===== src/rtl/huffman_pkg.sv =====
// Shared types, widths and helpers for the Huffman decoder block.
package huffman_pkg;

    typedef enum logic [2:0] {
        IDLE   = 3'd0,
        DECODE = 3'd1,
        HOLD   = 3'd2,
        DONE   = 3'd3,
        ERR    = 3'd4
    } state_t;

    localparam int SYM_W   = 3;
    localparam int CODE_W  = 8;
    localparam int NUM_SYM = 6;

    // Number of ones in an 8-bit mask, i.e. the code length it describes.
    function automatic logic [3:0] popcount(input logic [CODE_W-1:0] v);
        logic [3:0] c;
        c = '0;
        for (int i = 0; i < CODE_W; i++) begin
            c = c + {3'b000, v[i]};
        end
        return c;
    endfunction

endpackage


===== src/rtl/huffman_code_match.sv =====
// Combinational codeword lookup: compares the candidate bit window against
// every enabled table entry and reports the lowest-numbered hit.
module huffman_code_match
    import huffman_pkg::*;
(
    input  logic [CODE_W-1:0]               shift_new,
    input  logic [3:0]                      len_new,
    input  logic [NUM_SYM-1:0][CODE_W-1:0]  hc,
    input  logic [NUM_SYM-1:0][CODE_W-1:0]  m,
    output logic                            hit,
    output logic [SYM_W-1:0]                idx
);

    // Scan from the highest entry down so the lowest matching entry is the last writer.
    always_comb begin
        hit = 1'b0;
        idx = '0;
        for (int n = NUM_SYM - 1; n >= 0; n--) begin
            if ((m[n] != '0) &&
                (len_new == popcount(m[n])) &&
                ((shift_new & m[n]) == hc[n])) begin
                hit = 1'b1;
                idx = SYM_W'(n + 1);
            end
        end
    end

endmodule


===== src/rtl/huffman_decoder.sv =====
// Serial Huffman bitstream decoder: latches a 6-entry code table, shifts in
// one bit per accepted beat and emits the matching symbol number 1..6.
//
// Handshakes: a bit transfers on a cycle where bit_valid & bit_ready are both
// high at the rising edge; a symbol transfers where sym_valid & sym_ready are
// both high. sym_valid/sym_data are held unchanged until that transfer.
module huffman_decoder
    import huffman_pkg::*;
#(
    parameter int NSYM = 100
) (
    input  logic              clk,
    input  logic              reset,
    input  logic              code_valid,
    input  logic [CODE_W-1:0] HC1,
    input  logic [CODE_W-1:0] HC2,
    input  logic [CODE_W-1:0] HC3,
    input  logic [CODE_W-1:0] HC4,
    input  logic [CODE_W-1:0] HC5,
    input  logic [CODE_W-1:0] HC6,
    input  logic [CODE_W-1:0] M1,
    input  logic [CODE_W-1:0] M2,
    input  logic [CODE_W-1:0] M3,
    input  logic [CODE_W-1:0] M4,
    input  logic [CODE_W-1:0] M5,
    input  logic [CODE_W-1:0] M6,
    input  logic              bit_valid,
    input  logic              bit_in,
    output logic              bit_ready,
    output logic              sym_valid,
    output logic [SYM_W-1:0]  sym_data,
    input  logic              sym_ready,
    output logic              done,
    output logic              err,
    output state_t            state
);

    localparam int CNT_W = $clog2(NSYM + 1);

    state_t                           state_q;
    state_t                           state_d;
    logic [NUM_SYM-1:0][CODE_W-1:0]   hc_q;
    logic [NUM_SYM-1:0][CODE_W-1:0]   m_q;
    // Only the low 7 bits of the window survive the next shift, so bit 7 is
    // never stored; the full 8-bit window exists only as shift_new.
    logic [CODE_W-2:0]                shift_q;
    logic [3:0]                       len_q;
    logic [CNT_W-1:0]                 count_q;

    logic [CODE_W-1:0]                shift_new;
    logic [3:0]                       len_new;
    logic                             len_full;
    logic                             accept;
    logic                             sym_xfer;
    logic [CNT_W-1:0]                 count_inc;
    logic                             last_sym;
    logic                             hit;
    logic [SYM_W-1:0]                 idx;

    assign shift_new = {shift_q, bit_in};
    assign len_new   = (len_q == 4'(CODE_W)) ? 4'(CODE_W) : len_q + 4'd1;
    assign len_full  = (len_new == 4'(CODE_W));
    assign accept    = bit_valid & bit_ready;
    assign sym_xfer  = (state_q == HOLD) & sym_valid & sym_ready;
    assign count_inc = count_q + 1'b1;
    assign last_sym  = (count_inc == CNT_W'(NSYM));
    assign state     = state_q;

    huffman_code_match u_match (
        .shift_new (shift_new),
        .len_new   (len_new),
        .hc        (hc_q),
        .m         (m_q),
        .hit       (hit),
        .idx       (idx)
    );

    // State register.
    always_ff @(posedge clk or posedge reset) begin
        if (reset) begin
            state_q <= IDLE;
        end else begin
            state_q <= state_d;
        end
    end

    // Next-state and bit_ready; a table load overrides everything else.
    always_comb begin
        state_d   = state_q;
        bit_ready = (state_q == DECODE);
        if (code_valid) begin
            state_d = DECODE;
        end else begin
            case (state_q)
                IDLE:    state_d = IDLE;
                DECODE: begin
                    if (accept) begin
                        if (hit) begin
                            state_d = HOLD;
                        end else if (len_full) begin
                            state_d = ERR;
                        end
                    end
                end
                HOLD: begin
                    if (sym_xfer) begin
                        state_d = last_sym ? DONE : DECODE;
                    end
                end
                DONE:    state_d = DONE;
                ERR:     state_d = ERR;
                default: state_d = IDLE;
            endcase
        end
    end

    // Table, bit window, symbol count and the registered outputs.
    always_ff @(posedge clk or posedge reset) begin
        if (reset) begin
            hc_q      <= '0;
            m_q       <= '0;
            shift_q   <= '0;
            len_q     <= '0;
            count_q   <= '0;
            sym_valid <= 1'b0;
            sym_data  <= '0;
            done      <= 1'b0;
            err       <= 1'b0;
        end else if (code_valid) begin
            // A coincident bit is dropped: the new table starts from a clean window.
            hc_q      <= {HC6, HC5, HC4, HC3, HC2, HC1};
            m_q       <= {M6, M5, M4, M3, M2, M1};
            shift_q   <= '0;
            len_q     <= '0;
            count_q   <= '0;
            sym_valid <= 1'b0;
            done      <= 1'b0;
            err       <= 1'b0;
        end else if (accept) begin
            if (hit) begin
                sym_data  <= idx;
                sym_valid <= 1'b1;
                shift_q   <= '0;
                len_q     <= '0;
            end else begin
                shift_q <= shift_new[CODE_W-2:0];
                len_q   <= len_new;
                if (len_full) begin
                    err <= 1'b1;
                end
            end
        end else if (sym_xfer) begin
            sym_valid <= 1'b0;
            count_q   <= count_inc;
            if (last_sym) begin
                done <= 1'b1;
            end
        end
    end

endmodule


===== config.mk =====
export PLATFORM = sky130hd
export DESIGN_NAME = huffman_decoder
export DESIGN_NICKNAME = d
export VERILOG_FILES = /design/src/rtl/huffman_pkg.sv /design/src/rtl/huffman_code_match.sv /design/src/rtl/huffman_decoder.sv
export SDC_FILE = /design/constraint.sdc
export NUM_CORES = 1
export LEC_CHECK = 0
export CORE_MARGIN = 4
export CORE_UTILIZATION = 38
export CTS_CLUSTER_DIAMETER = 30
export DETAILED_ROUTE_END_ITERATION = 8
export PLACE_DENSITY = 0.64
export SLEW_MARGIN = 20
export SYNTH_ARGS = -nofsm -noshare
export SYNTH_HDL_FRONTEND = slang
export SYNTH_SLANG_ARGS = --single-unit

===== constraint.sdc =====
create_clock -name clk -period 6 [get_ports clk]
set_clock_uncertainty 0.2 [all_clocks]
set_input_delay 0.9 -clock clk [delete_from_list [all_inputs] [get_ports clk]]
set_output_delay 0.9 -clock clk [all_outputs]
set_load 0.02 [all_outputs]

==> results of run 1 <==
-- sequential cells by signal (all words and copies together) (netlist names) --
name and count:
len_q 4, done 1, count_q 7, err 1
m_q 48, hc_q 48, sym_data 3, sym_valid 1
state 3, shift_q 7
-- where the power goes --
part           internal [mW]  total, mW  switching, mW  leakage, nW
registers              0.897      0.957         0.0591         1.51
clock network          0.715       1.09          0.377        0.291
logic                  0.308      0.597          0.288         2.12
-- per-stage QoR --
step                instances  util, %  total power, mW
floorplan                 697        -             1.39
global placement         1009     46.2             1.56
detailed placement       1009     46.2             1.57
CTS                      1041     49.6             2.68
global route             1041     49.6             2.80
finish                   1041     49.6             2.64
-- cells in the final DEF, fill, tap and decap left out, types with 24 or more instances in the layout --
cell                              count
sky130_fd_sc_hd__clkdlybuf4s50_1    110
sky130_fd_sc_hd__dfrtp_1            123
sky130_fd_sc_hd__fa_1                24
sky130_fd_sc_hd__ha_1                27
sky130_fd_sc_hd__inv_1               79
sky130_fd_sc_hd__mux2_2              48
sky130_fd_sc_hd__nand2_1            103
sky130_fd_sc_hd__o21ai_0             55
sky130_fd_sc_hd__xnor2_1             36
sky130_fd_sc_hd__xor2_1              37
-- cells by family (layout without fill, tap and decap cells) --
logic type                 count (synthesis)  after routing
and+or+nand+nor                          184            184
DFF                                      123            123
buffers and inverters                    111            226
AOI/OAI and AO/OA                        102            102
xor gates and xnor gates                  75             75
adders and majority gates                 51             51
muxes                                     51             51
-- worst max path at each step --
stage | startpoint | end | depth (start not counted)
detailed placement | m_q[1] | sym_data[0] | 14
finish | m_q[1] | sym_data[0] | 14
global route | m_q[1] | state[1] | 14
global placement | m_q[0] | sym_data[0] | 14
CTS | m_q[0] | sym_data[0] | 14
floorplan | reset | count_q[0] | 1
-- tightest hold or removal path, stage by stage (launching register included) --
cell and delay, ns:
sky130_fd_sc_hd__dfrtp_1 0.35, sky130_fd_sc_hd__a21oi_1 0.04, sky130_fd_sc_hd__nor2_1 0.07
-- area by class of cell --
class	count	area share (%)
clock buffer	21	5.11
clock inverter	11	1.86
tap	229	3.18
timing repair buffer	113	12.5
multi-input combinational	463	39.8
inverter	81	3.40
sequential	123	34.2
-- routing by layer --
metal / vias to the layer above / part of all wire (%) / wire length [um]
met5: - / 0 / 0
li1: 2518 / - / -
met1: 2534 / 44 / 7530
met3: 20 / 6.1 / 1030
met2: 126 / 48 / 8170
met4: 0 / 1.6 / 273
==> metrics.txt, run 1 <==
# TYPE chip_impl_metric gauge
chip_impl_info{name="path_class",value="flop to flop"} 1
chip_impl_info{name="critPathTopFamily",value="adder cells"} 1
chip_impl_info{name="worst_setup_path_start_kind",value="flop"} 1
chip_impl_metric{name="first_pass_iters",unit=""} 4
chip_impl_metric{name="core_area",unit="sq um"} 18100
chip_impl_metric{name="ir_worst_vdd",unit="V"} 0.000227
chip_impl_metric{name="grtUsageMet1",unit="%"} 22.6
chip_impl_metric{name="areaGrowthSynthToFinish",unit="%"} 26.9
chip_impl_info{name="hold_path_class",value="flop to flop"} 1
chip_impl_metric{name="worst_hold_slack",unit="ns"} 0.308
chip_impl_metric{name="floorplan.initialDensity",unit="%"} 39.1
chip_impl_metric{name="synth.area.mux_share",unit="%"} 8.23
chip_impl_info{name="worstPathCellList",value="inv_1, ha_1, inv_1, fa_1, fa_1, fa_1, fa_1, xnor2_1, nor4_1, nand3_1, or4_1, nand4_4, nand2_1, mux2_1"} 1
chip_impl_metric{name="yosys_warnings",unit=""} 0
chip_impl_metric{name="first_pass_grt_wire_length",unit="um"} 27500
chip_impl_metric{name="fin_setup_tns",unit="ns"} 0
chip_impl_metric{name="synth.avg_cell_area",unit="sq um"} 10.2
chip_impl_metric{name="cts_buf_count",unit=""} 17
chip_impl_metric{name="leakagePower",unit="nW"} 3.93
chip_impl_info{name="synth_top_family_by_area",value="simple AND/OR/NAND/NOR gates"} 1
chip_impl_metric{name="number_of_global_route_vias_before_repair",unit=""} 5423
chip_impl_metric{name="synthSimpleGateAreaFrac",unit="%"} 12.4
chip_impl_info{name="cts_tree",value="yes"} 1
chip_impl_metric{name="part_of_the_yosys_area_used_for_sequential_elements",unit="%"} 43.4
chip_impl_metric{name="yosys_register_bits",unit=""} 123
chip_impl_metric{name="synth_compound_area_share",unit="%"} 8.95
chip_impl_metric{name="maxCapViolations",unit=""} 0
chip_impl_metric{name="die-area",unit="sq um"} 20900
chip_impl_metric{name="placedInstanceArea",unit="sq um"} 8380
chip_impl_metric{name="layout-drive-gt1-share",unit="%"} 11.7
chip_impl_metric{name="postSynth.asyncResetShare",unit="%"} 100
chip_impl_metric{name="synth_area",unit="sq um"} 7100
chip_impl_info{name="worst_min_path_start",value="done"} 1
chip_impl_metric{name="synth_enable_flop_cells",unit=""} 0
chip_impl_metric{name="cts.clk_slew.worst_paths",unit="ns"} 0.06
chip_impl_metric{name="routed_via_density",unit=""} 4.99
chip_impl_metric{name="place_worst_setup_slack",unit="ns"} 1.49
chip_impl_metric{name="timing.final.crit_share",unit="%"} 75.7
chip_impl_metric{name="floorplan.rows",unit=""} 49
chip_impl_metric{name="clock_insertion_delay_worst_skew",unit="ns"} 0.42
chip_impl_metric{name="drt-total-wl",unit="um"} 17000
chip_impl_info{name="synth_top_cells_by_area",value="sky130_fd_sc_hd__dfrtp_1 (43%), sky130_fd_sc_hd__mux2_2 (7.6%), sky130_fd_sc_hd__fa_1 (6.8%)"} 1
chip_impl_info{name="hold_path_end",value="done"} 1
chip_impl_info{name="outcome",value="complete, no violations"} 1
chip_impl_metric{name="cts_hold_buf",unit=""} 0
chip_impl_metric{name="first_iter_violations",unit=""} 202
chip_impl_metric{name="die_w",unit="um"} 145
chip_impl_metric{name="slew_headroom",unit="%"} 36.2
chip_impl_metric{name="timing.critical_path.arrival",unit="ns"} 4.65
chip_impl_metric{name="hold_path_depth",unit=""} 2
chip_impl_metric{name="period_needed",unit="ns"} 4.54
chip_impl_metric{name="worst_path_buf_inv",unit=""} 2
chip_impl_metric{name="hpwlAfterDp",unit="um"} 12200
chip_impl_info{name="most_common_cell_in_the_netlist",value="sky130_fd_sc_hd__dfrtp_1"} 1
chip_impl_metric{name="detail_route.wl_per_cell",unit="um"} 16.3
chip_impl_info{name="rr_startpoint",value="m_q[1]"} 1
chip_impl_metric{name="die_y",unit="um"} 145
chip_impl_metric{name="diodes",unit=""} 0
chip_impl_metric{name="finalMaxSlewViolations",unit=""} 0
chip_impl_metric{name="synthesis.nets",unit=""} 850
chip_impl_metric{name="worstRegToRegCells",unit=""} 14
chip_impl_metric{name="cts.repair_timing.setup_buffer_count",unit=""} 0
chip_impl_metric{name="use_met3",unit="%"} 4.96
chip_impl_metric{name="finalHoldViolCount",unit=""} 0
chip_impl_metric{name="grt_start_max_net_pins",unit=""} 98
chip_impl_metric{name="layout.filler_cells",unit=""} 1679
chip_impl_metric{name="timing_worst_slew_pin_value",unit="ns"} 0.957
chip_impl_metric{name="worst_path_largest_cell_delay",unit="ns"} 0.54
chip_impl_metric{name="setup.reg_to_reg.worst_slack",unit="ns"} 1.46
chip_impl_metric{name="fmax",unit="MHz"} 220
chip_impl_info{name="library_cell_appearing_most_often_on_the_critical_path",value="sky130_fd_sc_hd__fa_1"} 1
chip_impl_info{name="critical_path.slowest_cell",value="sky130_fd_sc_hd__or4_1"} 1
chip_impl_metric{name="area_used_by_multi_input_combinational_logic",unit="sq um"} 3590
chip_impl_metric{name="tritoncts_num_sinks",unit=""} 123
chip_impl_metric{name="global_route.overflow_total",unit=""} 0
chip_impl_metric{name="crit_path_max_fanout",unit=""} 6
chip_impl_metric{name="worstPathRequired",unit="ns"} 6.11
chip_impl_info{name="rsz0062_at_grt",value="no"} 1
chip_impl_metric{name="synth_cells",unit=""} 697
chip_impl_info{name="synth.cells.most_frequent",value="sky130_fd_sc_hd__dfrtp_1 (123), sky130_fd_sc_hd__nand2_1 (103), sky130_fd_sc_hd__inv_1 (80)"} 1
chip_impl_metric{name="finalWorstSetupSlack",unit="ns"} 1.46
chip_impl_metric{name="synth_fa_ha_area_share",unit="%"} 11.5
chip_impl_metric{name="cts_repair_resize_count",unit=""} 0
chip_impl_info{name="synth.largest_area_cell",value="sky130_fd_sc_hd__dfrtp_1"} 1
chip_impl_info{name="end_kind",value="flop"} 1
chip_impl_metric{name="finalNetCount",unit=""} 952
chip_impl_metric{name="regArea",unit="sq um"} 3080
chip_impl_metric{name="vias",unit=""} 5198
chip_impl_info{name="dominantRegCellSynth",value="sky130_fd_sc_hd__dfrtp_1"} 1
chip_impl_info{name="grt_busiest_layer",value="met2"} 1
chip_impl_metric{name="share_of_the_synthesized_area_in_the_top_cell_type",unit="%"} 43.4
chip_impl_metric{name="synth.lib_cells_used.distinct",unit=""} 54
chip_impl_info{name="r2r_end",value="sym_data[0]"} 1
chip_impl_metric{name="gp_congestion",unit=""} 0.841
chip_impl_metric{name="groute.usage.overall",unit="%"} 17.1
chip_impl_metric{name="final_antenna_net_count",unit=""} 0
chip_impl_metric{name="cts.path.max_buffers",unit=""} 2
chip_impl_metric{name="io-pin-count",unit=""} 112
chip_impl_info{name="cts_root_buf",value="sky130_fd_sc_hd__clkbuf_16"} 1
chip_impl_metric{name="drc_errors",unit=""} 0
chip_impl_metric{name="finalSetupViolCount",unit=""} 0
chip_impl_metric{name="cts_htree_levels",unit=""} 4
chip_impl_metric{name="finish.instance_area",unit="sq um"} 9010
chip_impl_metric{name="power.density",unit="nW/um^2"} 294
chip_impl_metric{name="portBuffers",unit=""} 111
chip_impl_metric{name="synth-xor-area-share",unit="%"} 9.47
chip_impl_metric{name="grt_antenna_before_repair",unit=""} 0
chip_impl_metric{name="globalRouteMet2Util",unit="%"} 27.7
No activity file was read; power rests on OpenSTA's default activity.
==> run 2: changes to the inputs <==
clock period = 4.4 ns   (was 6 ns; I/O delays follow)
==> metrics.txt, run 2 (synthesized netlist as in run 1, its figures left out) <==
# TYPE chip_impl_metric gauge
chip_impl_metric{name="leakagePower",unit="nW"} 4.05
chip_impl_metric{name="tritoncts_num_sinks",unit=""} 123
chip_impl_metric{name="fmax",unit="MHz"} 230
chip_impl_metric{name="global_route.overflow_total",unit=""} 0
chip_impl_metric{name="final_core_utilization",unit="%"} 51.0
chip_impl_metric{name="gp_congestion",unit=""} 0.832
chip_impl_metric{name="drt-total-wl",unit="um"} 17200
chip_impl_metric{name="portBuffers",unit=""} 111
chip_impl_info{name="critical_path.slowest_cell",value="sky130_fd_sc_hd__fa_1"} 1
chip_impl_info{name="critical_path.startpoint",value="m_q[16]"} 1
chip_impl_metric{name="slew_headroom",unit="%"} 44.4
chip_impl_metric{name="areaGrowthSynthToFinish",unit="%"} 30.5
chip_impl_metric{name="clock_insertion_delay_worst_skew",unit="ns"} 0.41
chip_impl_metric{name="number_of_global_route_vias_before_repair",unit=""} 5354
chip_impl_info{name="hold_path_end",value="done"} 1
chip_impl_metric{name="worst_path_buf_inv",unit=""} 3
chip_impl_metric{name="cts.clk_slew.worst_paths",unit="ns"} 0.06
chip_impl_metric{name="finalHoldViolCount",unit=""} 0
chip_impl_metric{name="first_pass_grt_wire_length",unit="um"} 27500
chip_impl_info{name="worstPathCellList",value="inv_2, ha_4, inv_2, fa_1, fa_1, fa_2, fa_1, xor2_1, nand4_1, or4_4, a21oi_4, nor2_4, nand4_4, buf_12, nor2b_4, a22o_1"} 1
chip_impl_metric{name="finish.instance_area",unit="sq um"} 9260
chip_impl_metric{name="groute.usage.overall",unit="%"} 17.2
chip_impl_info{name="r2r_end",value="len_q[1]"} 1
chip_impl_info{name="library_cell_appearing_most_often_on_the_critical_path",value="sky130_fd_sc_hd__fa_1"} 1
chip_impl_metric{name="die_y",unit="um"} 145
chip_impl_info{name="rsz0062_at_grt",value="yes"} 1
chip_impl_metric{name="placedInstanceArea",unit="sq um"} 8450
chip_impl_info{name="cts_root_buf",value="sky130_fd_sc_hd__clkbuf_16"} 1
chip_impl_info{name="rr_startpoint",value="m_q[16]"} 1
chip_impl_metric{name="layout-drive-gt1-share",unit="%"} 15.1
chip_impl_metric{name="finalSetupViolCount",unit=""} 0
chip_impl_info{name="mostFrequentLayoutCell",value="sky130_fd_sc_hd__dfrtp_1"} 1
chip_impl_metric{name="final_antenna_net_count",unit=""} 0
chip_impl_info{name="end_kind",value="flop"} 1
chip_impl_metric{name="crit_path_max_fanout",unit=""} 6
chip_impl_info{name="path_class",value="flop to flop"} 1
chip_impl_metric{name="period_needed",unit="ns"} 4.34
chip_impl_metric{name="detail_route.wl_per_cell",unit="um"} 16.3
chip_impl_metric{name="timing.final.crit_share",unit="%"} 98.6
chip_impl_metric{name="setup.reg_to_reg.worst_slack",unit="ns"} 0.06
chip_impl_metric{name="ir_worst_vdd",unit="V"} 0.000243
chip_impl_metric{name="cts_htree_levels",unit=""} 4
chip_impl_metric{name="totalPowerFinal",unit="mW"} 3.75
chip_impl_metric{name="power.density",unit="nW/um^2"} 404
chip_impl_metric{name="cts_hold_buf",unit=""} 0
chip_impl_metric{name="die_w",unit="um"} 145
chip_impl_metric{name="worst_hold_slack",unit="ns"} 0.303
chip_impl_metric{name="grt_start_max_net_pins",unit=""} 82
chip_impl_metric{name="cts.path.max_buffers",unit=""} 2
chip_impl_info{name="worst_min_path_start",value="done"} 1
chip_impl_metric{name="drc_errors",unit=""} 0
chip_impl_metric{name="fin_setup_tns",unit="ns"} 0
chip_impl_metric{name="timing_worst_slew_pin_value",unit="ns"} 0.833
chip_impl_metric{name="worst_path_largest_cell_delay",unit="ns"} 0.51
chip_impl_metric{name="core_area",unit="sq um"} 18100
chip_impl_metric{name="maxCapViolations",unit=""} 0
chip_impl_metric{name="grt_antenna_before_repair",unit=""} 0
chip_impl_metric{name="cts_buf_count",unit=""} 17
chip_impl_metric{name="routed_via_density",unit=""} 4.92
chip_impl_metric{name="finalMaxSlewViolations",unit=""} 0
chip_impl_metric{name="first_pass_iters",unit=""} 4
chip_impl_metric{name="finalNetCount",unit=""} 966
chip_impl_info{name="outcome",value="complete, no violations"} 1
chip_impl_metric{name="floorplan.initialDensity",unit="%"} 39.1
chip_impl_metric{name="first_iter_violations",unit=""} 194
chip_impl_info{name="most_frequent_cells_in_the_layout",value="sky130_fd_sc_hd__dfrtp_1 (123), sky130_fd_sc_hd__clkdlybuf4s50_1 (110), sky130_fd_sc_hd__nand2_1 (103)"} 1
chip_impl_metric{name="diodes",unit=""} 0
chip_impl_info{name="worst_setup_path_start_kind",value="flop"} 1
chip_impl_info{name="critPathTopFamily",value="adder cells"} 1
chip_impl_metric{name="floorplan.rows",unit=""} 49
chip_impl_metric{name="die-area",unit="sq um"} 20900
chip_impl_metric{name="hold_path_depth",unit=""} 2
chip_impl_info{name="hold_path_class",value="flop to flop"} 1
chip_impl_metric{name="hpwlAfterDp",unit="um"} 12400
chip_impl_metric{name="worstPathRequired",unit="ns"} 4.50
chip_impl_metric{name="vias",unit=""} 5186
chip_impl_metric{name="worstRegToRegCells",unit=""} 16
chip_impl_info{name="cts_tree",value="yes"} 1
chip_impl_info{name="top_regs",value="hc_q x48, m_q x48"} 1
chip_impl_metric{name="io-pin-count",unit=""} 112
chip_impl_metric{name="timing.critical_path.arrival",unit="ns"} 4.44
==> run 2: per-layer routing <==
layer  wire length (um)  up-vias  part of all wire [%]  global-route usage, %
met5                  0        -                     0                      0
met4                222        0                   1.3                   4.27
met3                847       15                   4.9                   4.47
met2               8210      112                    48                   27.7
met1               7890     2507                    46                   23.3
li1                   -     2552                     -                      -
==> run 2: power by group <==
part,internal (mW),leakage (nW),switching (mW)
clock,1.09,0.329,0.510
sequential,1.22,1.51,0.0807
combinational,0.438,2.21,0.406
total,2.75,4.05,0.997
==> run 2: how the worst max path moves through the flow <==
stage,cells after the start,endpoint,slack (ns)
floorplan,15,shift_q[2],0.11
global placement,14,sym_data[0],0.007
detailed placement,14,sym_data[0],-0.07
CTS,15,sym_data[0],0.02
global route,17,state[1],-0.1
finish,16,len_q[1],0.06
==> run 2: final cells by class <==
cell class | instances | area (sq um)
fillers | 1632 | 8880
multi-input cells | 464 | 3670
flip-flops and latches | 123 | 3080
repair buffers | 126 | 1250
clock buffers | 19 | 453
inverters | 81 | 307
well taps | 229 | 287
clock inverters | 13 | 220
==> run 2: worst min-delay path: cells and delay by family, from the launching register on <==
kind | cells | cell delay [ns]
AOI/OAI and AO/OA | 1 | 0.05
DFF | 1 | 0.35
and+or+nand+nor | 1 | 0.07
==> run 2: repair_timing <==
action | CTS | global route
buffers inserted | 0 | 6
endpoints found under the setup margin | 16 | 18
cloned | 0 | 1
pin swaps | 1 | 3
gates resized for setup | 3 | 17
==> run 2: per-stage QoR <==
stage,setup slack [ns],std cells
2_1_floorplan,0.106,697
3_3_place_gp,0.00716,1016
3_5_place_dp,-0.0713,1016
4_1_cts,0.0151,1048
5_1_grt,-0.0973,1055
6_report,0.0603,1055
